--- src/rtl/tlc_sensor_if.sv ---
// tlc_sensor_if: raw loop-sensor inputs and qualified presence/arrival outputs for the sensor conditioner.
interface tlc_sensor_if;
    logic raw_x;
    logic raw_y;
    logic x;
    logic y;
    logic x_arr;
    logic y_arr;
    modport master (output raw_x, raw_y, input x, y, x_arr, y_arr);
    modport slave (input raw_x, raw_y, output x, y, x_arr, y_arr);
endinterface

--- src/rtl/tlc_sensor_conditioner.sv ---
// tlc_sensor_conditioner: synchronizes, debounces and hold-extends two independent loop-sensor channels.
module tlc_sensor_conditioner #(
    parameter int DEBOUNCE_CYCLES = 4,
    parameter int HOLD_CYCLES = 8
) (
    input logic clk,
    input logic reset,
    tlc_sensor_if.slave sif
);
    typedef enum logic [1:0] {IDLE, ARM, PRESENT, HOLD} state_t;
    localparam logic [7:0] DB_LAST = 8'(DEBOUNCE_CYCLES - 1);
    localparam logic [7:0] HOLD_LAST = 8'(HOLD_CYCLES - 1);
    logic [1:0] raw;
    logic [1:0] pres;
    logic [1:0] arr;
    assign raw = {sif.raw_y, sif.raw_x};
    assign sif.x = pres[0];
    assign sif.y = pres[1];
    assign sif.x_arr = arr[0];
    assign sif.y_arr = arr[1];
    for (genvar i = 0; i < 2; i++) begin : g_ch
        state_t st, nx;
        logic [7:0] cnt, cnt_n;
        logic s1, s2, p, a;
        always_comb begin
            nx = IDLE;
            cnt_n = '0;
            case (st)
                IDLE: begin
                    nx = s2 ? ARM : IDLE;
                    cnt_n = s2 ? 8'd1 : 8'd0;
                end
                ARM: begin
                    nx = !s2 ? IDLE : (cnt == DB_LAST) ? PRESENT : ARM;
                    cnt_n = (s2 && cnt != DB_LAST) ? cnt + 8'd1 : 8'd0;
                end
                PRESENT: begin
                    nx = s2 ? PRESENT : HOLD;
                    cnt_n = s2 ? 8'd0 : 8'd1;
                end
                HOLD: begin
                    nx = s2 ? PRESENT : (cnt == HOLD_LAST) ? IDLE : HOLD;
                    cnt_n = (!s2 && cnt != HOLD_LAST) ? cnt + 8'd1 : 8'd0;
                end
                default: begin
                    nx = IDLE;
                    cnt_n = '0;
                end
            endcase
        end
        // outputs are registered from the next-state decode so they align with the state change
        always_ff @(posedge clk) begin
            if (!reset) begin
                s1 <= 1'b0;
                s2 <= 1'b0;
                st <= IDLE;
                cnt <= '0;
                p <= 1'b0;
                a <= 1'b0;
            end else begin
                s1 <= raw[i];
                s2 <= s1;
                st <= nx;
                cnt <= cnt_n;
                p <= (nx == PRESENT) || (nx == HOLD);
                a <= (st == ARM) && (nx == PRESENT);
            end
        end
        assign pres[i] = p;
        assign arr[i] = a;
    end
endmodule

--- src/flat_wrapper.sv ---
// flat-port wrapper written by rule: the top's interface ports become plain ports
module tlc_sensor_conditioner_flat 
#(
    parameter int DEBOUNCE_CYCLES = 4,
    parameter int HOLD_CYCLES = 8
)
  (clk, reset, sif_raw_x, sif_raw_y, sif_x, sif_y, sif_x_arr, sif_y_arr);
  tlc_sensor_if sif_i ();
  input logic clk;
  input logic reset;
  input wire logic [$bits(sif_i.raw_x)-1:0] sif_raw_x;
  input wire logic [$bits(sif_i.raw_y)-1:0] sif_raw_y;
  output wire logic [$bits(sif_i.x)-1:0] sif_x;
  output wire logic [$bits(sif_i.y)-1:0] sif_y;
  output wire logic [$bits(sif_i.x_arr)-1:0] sif_x_arr;
  output wire logic [$bits(sif_i.y_arr)-1:0] sif_y_arr;
  assign sif_i.raw_x = sif_raw_x;
  assign sif_i.raw_y = sif_raw_y;
  assign sif_x = sif_i.x;
  assign sif_y = sif_i.y;
  assign sif_x_arr = sif_i.x_arr;
  assign sif_y_arr = sif_i.y_arr;
  tlc_sensor_conditioner #(.DEBOUNCE_CYCLES(DEBOUNCE_CYCLES), .HOLD_CYCLES(HOLD_CYCLES)) u_core (.clk(clk), .reset(reset), .sif(sif_i));
endmodule
--- config.mk ---
export PLATFORM = sky130hd
export DESIGN_NAME = tlc_sensor_conditioner_flat
export DESIGN_NICKNAME = d
export VERILOG_FILES = /design/src/rtl/tlc_sensor_if.sv /design/src/rtl/tlc_sensor_conditioner.sv /design/src/flat_wrapper.sv
export SDC_FILE = /design/constraint.sdc
export NUM_CORES = 1
export LEC_CHECK = 0
export ABC_AREA = 1
export CORE_UTILIZATION = 50
export DETAILED_ROUTE_END_ITERATION = 16
export GPL_ROUTABILITY_DRIVEN = 0
export PLACE_DENSITY = 0.78
export SETUP_SLACK_MARGIN = 0.3
export SYNTH_ARGS = -nofsm -noshare
export SYNTH_HDL_FRONTEND = slang
export SYNTH_SLANG_ARGS = --single-unit
export TNS_END_PERCENT = 20
--- constraint.sdc ---
create_clock -name clk -period 1.3 [get_ports clk]
set_input_delay 0.26 -clock clk [delete_from_list [all_inputs] [get_ports clk]]
set_output_delay 0.26 -clock clk [all_outputs]
set_load 0.02 [all_outputs]
# Yosys cells after proc, flatten, opt, wreduce, memory -nomap -nowiden

Cells that the tools add are included.

$add $sub $neg: 2
Multipliers: 0
Divide/modulo/power cells: 0
Order comparisons: 0
Equal/unequal tests: 18
Shifts and indexed selects: 0
Muxes and demuxes: 24
Bitwise operators: 0
Reduce and logical (&&, ||, !) cells: 12

Operators with widths:

| operator                                                              | number |
|---|---|
| 8-bit case mux with 4 select lines                                    | 2 |
| 8-bit 2-to-1 mux                                                      | 4 |
| 8-bit by 1-bit adder with 8-bit output, second input constant         | 2 |
| 2-bit equality test, second input constant                            | 8 |
| 8-bit by 2-bit equality test with 1-bit output, second input constant | 2 |
| 8-bit by 3-bit equality test with 1-bit output, second input constant | 2 |
| 2-bit 2-to-1 mux                                                      | 8 |
| 8-bit by 2-bit != test with 1-bit output, second input constant       | 2 |
| 8-bit by 3-bit != test with 1-bit output, second input constant       | 2 |
| 2-bit case mux with 4 select lines                                    | 2 |
| 1-bit 2-to-1 mux                                                      | 8 |
| 1-bit logical AND                                                     | 6 |
| 2-bit by 1-bit equality test with 1-bit output, second input constant | 2 |
| 2-bit logical NOT                                                     | 2 |
| 1-bit logical NOT                                                     | 2 |
| 1-bit logical OR                                                      | 2 |

Bits in registers: 28
Latch bits: 0
Memory bits (writable): 0
Memory bits (read-only): 0
Input port bits: 4
Output and inout port bits: 4
Logic and storage cells: 68
Memories kept: 0

# Logic depth before layout (Yosys ltp)

Gate-level depths: netlist (run 1).

Depth in word-level cells: 6
Depth in mapped cells: 8
Mapped depth without buffers: 8

# Worst setup path before layout (run 1)

Ideal clock, no wire load.

Path type: register to register
Start point: register u_core.g_ch[0].cnt[0]
End point: register u_core.g_ch[0].cnt[1]
Data arrival time: 1.104 ns
Data required time: 1.177 ns
Path slack: 0.073 ns
Cell stages (with the launch flop): 7
Clock period less this slack: 1.227 ns
Cells stage by stage: dfxtp_1 -> ha_1 -> nand3_1 -> o21ai_2 -> nand2_2 -> o211ai_4 -> nor2_2

Word-level cells in the longest chain between the ends: 4

RTL lines:

| element                                                                        | line                         | source |
|---|---|---|
| from (decl)                                                                    | tlc_sensor_conditioner.sv:23 | `logic [7:0] cnt, cnt_n;` |
| from (signal assigned)                                                         | tlc_sensor_conditioner.sv:64 | `cnt <= cnt_n;` |
| branches (longest 3 deep; another with 8-bit by 1-bit adder with 8-bit output) | n/a                          |  |
| 8-bit case mux with 4 select lines (*)                                         | tlc_sensor_conditioner.sv:28 | `case (st)` |

Mark *: on every way between the ends.
A chain may end at the register's enable or synchronous reset.

# Worst setup path in the final report (run 1)

Start point: register u_core.g_ch[1].cnt[1]
End point: register u_core.g_ch[1].cnt[6]

Word-level cells in the longest chain between the ends: 4

RTL lines:

| element                                                                        | line |
|---|---|
| from (decl)                                                                    | tlc_sensor_conditioner.sv:23 |
| from (signal assigned)                                                         | tlc_sensor_conditioner.sv:64 |
| branches (longest 3 deep; another with 8-bit by 1-bit adder with 8-bit output) | n/a |
| 8-bit case mux with 4 select lines (*)                                         | tlc_sensor_conditioner.sv:28 |

Marked as above.

==> flow_summary.toml, run 1 <==
[run_status]
status = "completed"

[cells_and_area]
utilization = 0.6939
stdcell_area_um2 = 1594
fin_nets = 191
syn_to_final_growth_pct = 26.64
n_antenna_cell = 0
final_cell_mix = "23 x nand2_1, 23 x inv_1, 19 x nor2_1"
post_layout_nonfiller_instances = 211
drive_gt1_frac = 0.3880

[clocking]
clkLatencyLatePin_ns = 0.32
htree_levels = 1
clk_path_buf_depth = 2
cts_hold_buf = 0
clock_sinks = 28
cts-root-buf = "clkbuf_4"
cts_tree = "done"
numCtsBuffers = 3
clk_pin_slew_ns = 0.14

[drt]
vias_per_cell = 4.787
wl_per_cell_um = 9.872
wirelength_mm = 2.083
drc_errors = 0
dr.pass1.iters = 4
ant_nets = 0
via_count = 1010
dr.first_iter.drc_count = 19

[sta]
max_freq_mhz = 823.0
rsz0062_at_grt = "yes"
finalSetupViolations = 0
drv_slew = 0
finalHoldViolCount = 0
post-route-period-util = 0.9346
tns_ns = 0
worst_pin_slew_ns = 0.3685
relSlewSlack = 0.7532
period_minus_slack_ns = 1.215
fin_hold_ws_ns = 0.4293
skew_ns = 0.001688
fin_ws_ns = 0.08499

[logic_synthesis]
yosysSeqAreaShare = 0.4453
syn_area_per_cell_um2 = 7.583
syn_inst = 166
synth_area_um2 = 1259
yosysWarningCount = 0
synthesis.nets = 172
ys_ff_latch = 28
synth_cell_type_count = 23

[worst_setup_path]
cp_cell_sequence = "ha_4, nand2_4, nor2_4, nand3_2, nand2_2, nand2_4, nand2_4, nor2_1"
path_delay_family = "simple AND/OR/NAND/NOR gates"
end_kind = "register"
crit_cells = 8
slowest_stage = "dfxtp_2"
r2r_slack_ns = 0.08
crit_path_start_kind = "register"
crit_required_ns = 1.53
cp_max_fo = 5
crit_type = "register to register"
path_buf_inv = 0
worstRegToRegCells = 8
critPathMostFrequentCell = "nand2_4"
cpPeakStageDelay_ns = 0.38
cp.arrival_ns = 1.45

[floorplanning]
die_area_um2 = 2722
die_h_um = 52.18
core-area_um2 = 2297
start_util = 0.5479
num_io_pins = 8
rows = 17
die-width_um = 52.18

[placement]
dp_slack_ns = -0.1290
post_dp_cell_area_um2 = 1421
io_buffers = 7
dp_hpwl_mm = 1.484
placed_cells = 201

[global_routing]
gr-total-overflow = 0
antenna_found_initial = 0
track_usage = 0.1793
grt_max_degree = 15
grt_first_pass_wirelength_mm = 3.567
grt_pass1_vias = 899

[hold_path]
whs_path_depth = 2
min_path_type = "register to register"

[power]
vdd_drop_max_v = 0.0007197
finalPower_mw = 1.319
power.leakage_nw = 0.6776
powerDensity_nw_per_um2 = 827.7

[job]
cap_violations = 0
-- worst paths after layout --
kind,endpoint,startpoint
worst min-delay path,u_core.g_ch[0].s2$_SDFF_PN0_,u_core.g_ch[0].s1$_SDFF_PN0_
worst max-delay path,u_core.g_ch[1].cnt[6]$_SDFF_PN0_,u_core.g_ch[1].cnt[1]$_SDFF_PN0_
worst min register to register,u_core.g_ch[0].s2$_SDFF_PN0_,u_core.g_ch[0].s1$_SDFF_PN0_
worst max register to register,u_core.g_ch[1].cnt[6]$_SDFF_PN0_,u_core.g_ch[1].cnt[1]$_SDFF_PN0_
-- state kept, by name, summed over array words and instances, names as in the netlist --
register          flops
u_core.sif.x          1
u_core.g_ch.cnt      16
u_core.g_ch.s1        2
u_core.g_ch.st        4
u_core.sif.x_arr      1
u_core.sif.y_arr      1
u_core.sif.y          1
u_core.g_ch.s2        2
-- worst min-delay path, cell delays in order (launching register included) --
cell     delay (ns)
dfxtp_1        0.33
nand2_1        0.05
inv_1          0.03
-- routing by layer --
| layer | vias up | routed length [um] | global-route usage |
|---|---|---|---|
| met3 | 5 | 40 | 0.03768 |
| li1 | 552 | - | - |
| met1 | 444 | 1063 | 0.2341 |
| met4 | 0 | 35 | 0.09211 |
| met5 | - | 0 | 0 |
| met2 | 9 | 943 | 0.2778 |
-- repair_timing --
item | CTS | global route
endpoints found under the setup margin | 28 | 28
pin swaps | 7 | 14
buffers inserted | 4 | 3
gates resized for setup | 25 | 24
endpoints found under the hold margin | 0 | 0
-- synth_stat cells, drive strengths merged --
| cell type | number | area share |
|---|---|---|
| nor2 | 34 | 0.12 |
| buf | 1 | 0.0040 |
| o211ai | 1 | 0.017 |
| nand3 | 12 | 0.048 |
| a21oi | 3 | 0.015 |
| dfxtp | 28 | 0.45 |
| ha | 2 | 0.020 |
| xnor2 | 1 | 0.0070 |
| o21ai | 3 | 0.015 |
| nand4 | 5 | 0.025 |
| nand2 | 32 | 0.099 |
| xor2 | 7 | 0.049 |
| o21bai | 1 | 0.0060 |
| and3 | 1 | 0.0050 |
| nand3b | 1 | 0.0060 |
| inv | 29 | 0.086 |
| nor3 | 5 | 0.036 |
-- where the power goes --
part | internal, mW | leakage [nW] | total (mW) | switching (mW)
registers | 0.873 | 0.234 | 0.887 | 0.0137
clock network | 0.109 | 0.0138 | 0.345 | 0.237
logic | 0.0400 | 0.430 | 0.0869 | 0.0469
total | 1.02 | 0.678 | 1.32 | 0.298
-- cell families after synthesis --
logic type,Yosys count,share of synthesized area
AO/OA/AOI/OAI,8,0.05269
AND/OR/NAND/NOR,90,0.3360
adder cells (fa/ha/maj),2,0.01988
buffers and inverters,30,0.09045
XOR/XNOR,8,0.05567
flip-flops,28,0.4453
-- area by class of cell --
| type | instances | area, um2 |
|---|---|---|
| inverters | 29 | 108.9 |
| multi-input cells | 108 | 714.4 |
| clock buffers | 3 | 22.52 |
| well taps | 28 | 35.03 |
| flip-flops and latches | 28 | 579.3 |
| fillers | 179 | 703.2 |
| repair buffers | 15 | 133.9 |
Power figures use the tool's default switching activity.
==> inputs of run 2 (changes only) <==
Settings changed: CORE_UTILIZATION 50 to 30, PLACE_DENSITY 0.78 to 0.54, TNS_END_PERCENT 20 to 100.
==> run 2 against run 1 <==
  * Final cell count up 10%
  * Die area increased by 64%
  * Non-clock buffer count shrank 1
  * Combinational power rose by 2%
  * Via count up 0.79%
  * Global-route usage is 6.2 points lower
  * Largest power group unchanged
==> flow_summary.toml, run 2 (synthesis results as in run 1) <==
[run_status]
status = "completed"

[sta]
finalSetupViolations = 0
relSlewSlack = 0.7579
skew_ns = 0.002496
fin_hold_ws_ns = 0.4115
max_freq_mhz = 813.9
drv_slew = 0
period_minus_slack_ns = 1.229
tns_ns = 0
rsz0062_at_grt = "yes"
finalHoldViolCount = 0
post-route-period-util = 0.9451
worst_pin_slew_ns = 0.3614

[cells_and_area]
post_layout_nonfiller_instances = 232
final_cell_mix = "22 x nand2_1, 22 x inv_1, 22 x nor2_1"
nFillCells = 397
largest_register = "u_core.g_ch.cnt"
drive_gt1_frac = 0.3846
largest_reg_flops = 16
utilization = 0.4051
fin_nets = 190
n_antenna_cell = 0
reg_top3 = "u_core.g_ch.cnt x16, u_core.g_ch.st x4"
syn_to_final_growth_pct = 28.73

[power]
swShare = 0.2150
p_seq_frac = 0.621
vdd_drop_max_v = 0.0004468
switchingPower_mw = 0.3073
cell_internal_pwr_mw = 1.122
power.leakage_nw = 0.6637
clockPowerShare = 0.317
combPwrFrac = 0.062
powerDensity_nw_per_um2 = 882.2

[worst_setup_path]
end_kind = "register"
crit_type = "register to register"
crit_path_start_kind = "register"
crit_required_ns = 1.46
cp.arrival_ns = 1.39
reg2reg_to = "u_core.g_ch[1].cnt[6]$_SDFF_PN0_"
slowest_stage = "dfxtp_2"
worstRegToRegCells = 8
cp_cell_sequence = "ha_4, nand2_2, nor2_1, nand3_1, nand2_2, nand2_4, nand2_4, nor2_1"
cpPeakStageDelay_ns = 0.36
cp-startpoint = "u_core.g_ch[1].cnt[1]$_SDFF_PN0_"
r2r-start = "u_core.g_ch[1].cnt[1]$_SDFF_PN0_"
r2r_slack_ns = 0.07
cp_max_fo = 5

[clocking]
htree_levels = 1
clkLatencyLatePin_ns = 0.27
clk_pin_slew_ns = 0.09
numCtsBuffers = 3
clock_sinks = 28
clk_path_buf_depth = 2
cts_tree = "done"
cts-root-buf = "clkbuf_8"

[hold_path]
min_path_type = "register to register"
holdPathEnd = "u_core.g_ch[1].s2$_SDFF_PN0_"
whs_path_depth = 2
hold_path_startpoint = "u_core.g_ch[1].s1$_SDFF_PN0_"

[placement]
placed_cells = 225
io_buffers = 7
dp_hpwl_mm = 1.688

[floorplanning]
core-area_um2 = 4000
die-width_um = 66.78
die_h_um = 66.78
rows = 23
num_io_pins = 8
die_area_um2 = 4459
start_util = 0.3147

[global_routing]
grt_first_pass_wirelength_mm = 4.036
grt_pass1_vias = 979
gr-total-overflow = 0
track_usage = 0.1176
antenna_found_initial = 0
grt_max_degree = 15

[drt]
vias_per_cell = 4.388
via_count = 1018
ant_nets = 0
wl_per_cell_um = 9.780
dr.pass1.iters = 4
wirelength_mm = 2.269
drc_errors = 0
dr.first_iter.drc_count = 14

[job]
cap_violations = 0
==> run 2: cell types whose count changed in the layout (fill, tap and decap cells not counted), sizes merged <==
cell,before,now
clkdlybuf4s15,1,0
==> run 2: worst max-delay path by stage <==
stage / to
floorplan: u_core.g_ch[1].cnt[3]$_SDFF_PN0_
global placement: u_core.g_ch[1].cnt[2]$_SDFF_PN0_
detailed placement: u_core.g_ch[1].cnt[2]$_SDFF_PN0_
CTS: u_core.g_ch[1].cnt[6]$_SDFF_PN0_
global route: u_core.g_ch[1].cnt[0]$_SDFF_PN0_
finish: u_core.g_ch[1].cnt[6]$_SDFF_PN0_
==> run 2: layout make-up <==
class | count | area, um2 | share of cell area
Multi-Input combinational cell | 108 | 704.4 | 0.4348
Sequential cell | 28 | 579.3 | 0.3575
Timing Repair Buffer | 14 | 123.9 | 0.07645
Inverter | 29 | 108.9 | 0.06718
Tap cell | 50 | 62.56 | 0.03861
Clock buffer | 3 | 41.29 | 0.02548
==> run 2: per-stage QoR <==
step | instance area (um2) | power (mW) | setup slack, ns
2_1_floorplan | 1314 | 0.9567 | 0.1676
4_1_cts | 1554 | 1.449 | 0.05257
3_3_place_gp | 1464 | 0.9881 | -0.01054
6_report | 1620 | 1.429 | 0.07131
5_1_grt | 1620 | 1.503 | -0.02677
3_5_place_dp | 1464 | 0.9895 | -0.03734
==> run 2: routing by layer <==
metal | global-route usage | wire length, um
met5 | 0 | 0
met4 | 0.04787 | 40
met3 | 0.01712 | 76
met2 | 0.2020 | 1068
met1 | 0.1449 | 1084
==> run 2: power groups by stage <==
stage               Combinational (mW)  Sequential (mW)  Clock (mW)
floorplan                       0.0484            0.908           0
global placement                0.0802            0.908           0
detailed placement              0.0811            0.908           0
CTS                             0.0874            0.887       0.475
global route                     0.100            0.890       0.513
finish                          0.0888            0.887       0.454
==> run 2: timing repair <==
action,CTS,global route
resized for setup,25,25
setup buffers,4,0
setup endpoints to repair,28,28
pin swaps,11,10
hold buffers,0,0
==> run 2: critical path: cells and delay by family (launching register included) <==
family                     cells  cell delay (ns)
and+or+nand+nor                7             0.63
DFF                            1             0.36
adders and majority gates      1             0.14
==> inputs of run 3 (changes only) <==
Settings changed: GPL_TIMING_DRIVEN from default to 0.
==> run 3 against run 2 <==
  * Clock-buffer cell count stayed put
  * Fmax increased by 1.8%
  * Core utilization increased by 3.2 points
  * Clock power grew 52%
  * Hold slack lost 0.12 ns
  * Critical path type unchanged
  * First-iteration DRC count increased by 110%
==> flow_summary.toml, run 3 (synthesis results as in run 1) <==
[cells_and_area]
fin_nets = 192
utilization = 0.4367
largest_reg_flops = 16
syn_to_final_growth_pct = 38.77
reg_top3 = "u_core.g_ch.cnt x16, u_core.g_ch.st x4"
final_common_cell = "nand2_1"
final_cell_mix = "22 x nand2_1, 20 x inv_1, 17 x nor2_1"
largest_register = "u_core.g_ch.cnt"
drive_gt1_frac = 0.4865
stdcell_area_um2 = 1747
post_layout_nonfiller_instances = 235
n_antenna_cell = 0

[placement]
placed_cells = 222
dp_hpwl_mm = 1.657
io_buffers = 6
dp_slack_ns = 0.005374
post_dp_cell_area_um2 = 1436

[sta]
tns_ns = 0
fin_hold_ws_ns = 0.2910
period_minus_slack_ns = 1.207
post-route-period-util = 0.9285
relSlewSlack = 0.7507
skew_ns = 0.003108
worst_pin_slew_ns = 0.3721
rsz0062_at_grt = "yes"
fin_ws_ns = 0.09295
drv_slew = 0
finalSetupViolations = 0
max_freq_mhz = 828.5
finalHoldViolCount = 0

[global_routing]
track_usage = 0.1204
gr-total-overflow = 0
grt_first_pass_wirelength_mm = 4.112
grt_pass1_vias = 992
antenna_found_initial = 0
grt_max_degree = 17

[clocking]
cts_tree = "done"
clk_path_buf_depth = 2
clk_pin_slew_ns = 0.10
clock_sinks = 28
cts-root-buf = "clkbuf_8"
numCtsBuffers = 3
htree_levels = 1
clkLatencyLatePin_ns = 0.27
cts_hold_buf = 0

[floorplanning]
rows = 23
core-area_um2 = 4000
num_io_pins = 8
die_h_um = 66.78
die-width_um = 66.78
die_area_um2 = 4459
start_util = 0.3147

[power]
power.leakage_nw = 0.7190
vdd_drop_max_v = 0.0005942
powerDensity_nw_per_um2 = 947.4
finalPower_mw = 1.655

[drt]
wirelength_mm = 2.359
via_count = 1056
wl_per_cell_um = 10.04
vias_per_cell = 4.494
ant_nets = 0
dr.first_iter.drc_count = 29
dr.pass1.iters = 4
drc_errors = 0

[run_status]
status = "completed"

[worst_setup_path]
end_kind = "register"
crit_type = "register to register"
cp.arrival_ns = 1.39
crit_path_start_kind = "register"
crit_required_ns = 1.48
cp_max_fo = 5

[hold_path]
min_path_type = "input pin to register"

[job]
cap_violations = 0
[run 3: path summary, 6_finish.rpt]
| path | cells past startpoint | slack, ns | endpoint | from |
|---|---|---|---|---|
| setup / recovery | 6 | 0.09 | u_core.g_ch[1].cnt[6]$_SDFF_PN0_ | u_core.g_ch[1].cnt[4]$_SDFF_PN0_ |
| hold / removal | 3 | 0.29 | u_core.g_ch[1].s2$_SDFF_PN0_ | reset |
| setup reg to reg | 6 | 0.09 | u_core.g_ch[1].cnt[6]$_SDFF_PN0_ | u_core.g_ch[1].cnt[4]$_SDFF_PN0_ |
| hold reg to reg | 2 | 0.41 | u_core.g_ch[0].s2$_SDFF_PN0_ | u_core.g_ch[0].s1$_SDFF_PN0_ |
[run 3: timing repair]
item	4_1_cts	5_1_grt
endpoints found under the setup margin	28	28
setup buffers	8	1
gates resized for setup	45	32
pin swaps	16	11
[run 3: per-layer routing]
metal | GRT usage | routed length, um | part of all wire | up-vias
li1 | - | - | - | 547
met1 | 0.1458 | 1166 | 0.49 | 494
met2 | 0.2033 | 1116 | 0.47 | 13
met3 | 0.02226 | 50 | 0.021 | 2
met4 | 0.05585 | 25 | 0.011 | 0
met5 | 0 | 0 | 0 | -
[run 3: worst max-delay path, stage by stage, from the launching register on]
cell	delay [ns]
dfxtp_1	0.36
nor2_2	0.15
nand2_1	0.10
o21ai_2	0.25
nand2_4	0.10
nand2_4	0.10
nor2_1	0.05
[run 3: area by class of cell]
cell class | count | area, um2
Buffer | 1 | 5.005
Clock buffer | 3 | 41.29
Clock inverter | 1 | 30.03
Fill cell | 388 | 2253
Inverter | 29 | 108.9
Multi-Input combinational cell | 108 | 770.7
Sequential cell | 28 | 595.6
Tap cell | 50 | 62.56
Timing Repair Buffer | 15 | 132.6
[run 3: power by group]
group | switching [mW] | internal [mW]
logic | 0.0481 | 0.0355
registers | 0.0144 | 0.867
clock network | 0.278 | 0.412
total | 0.340 | 1.31
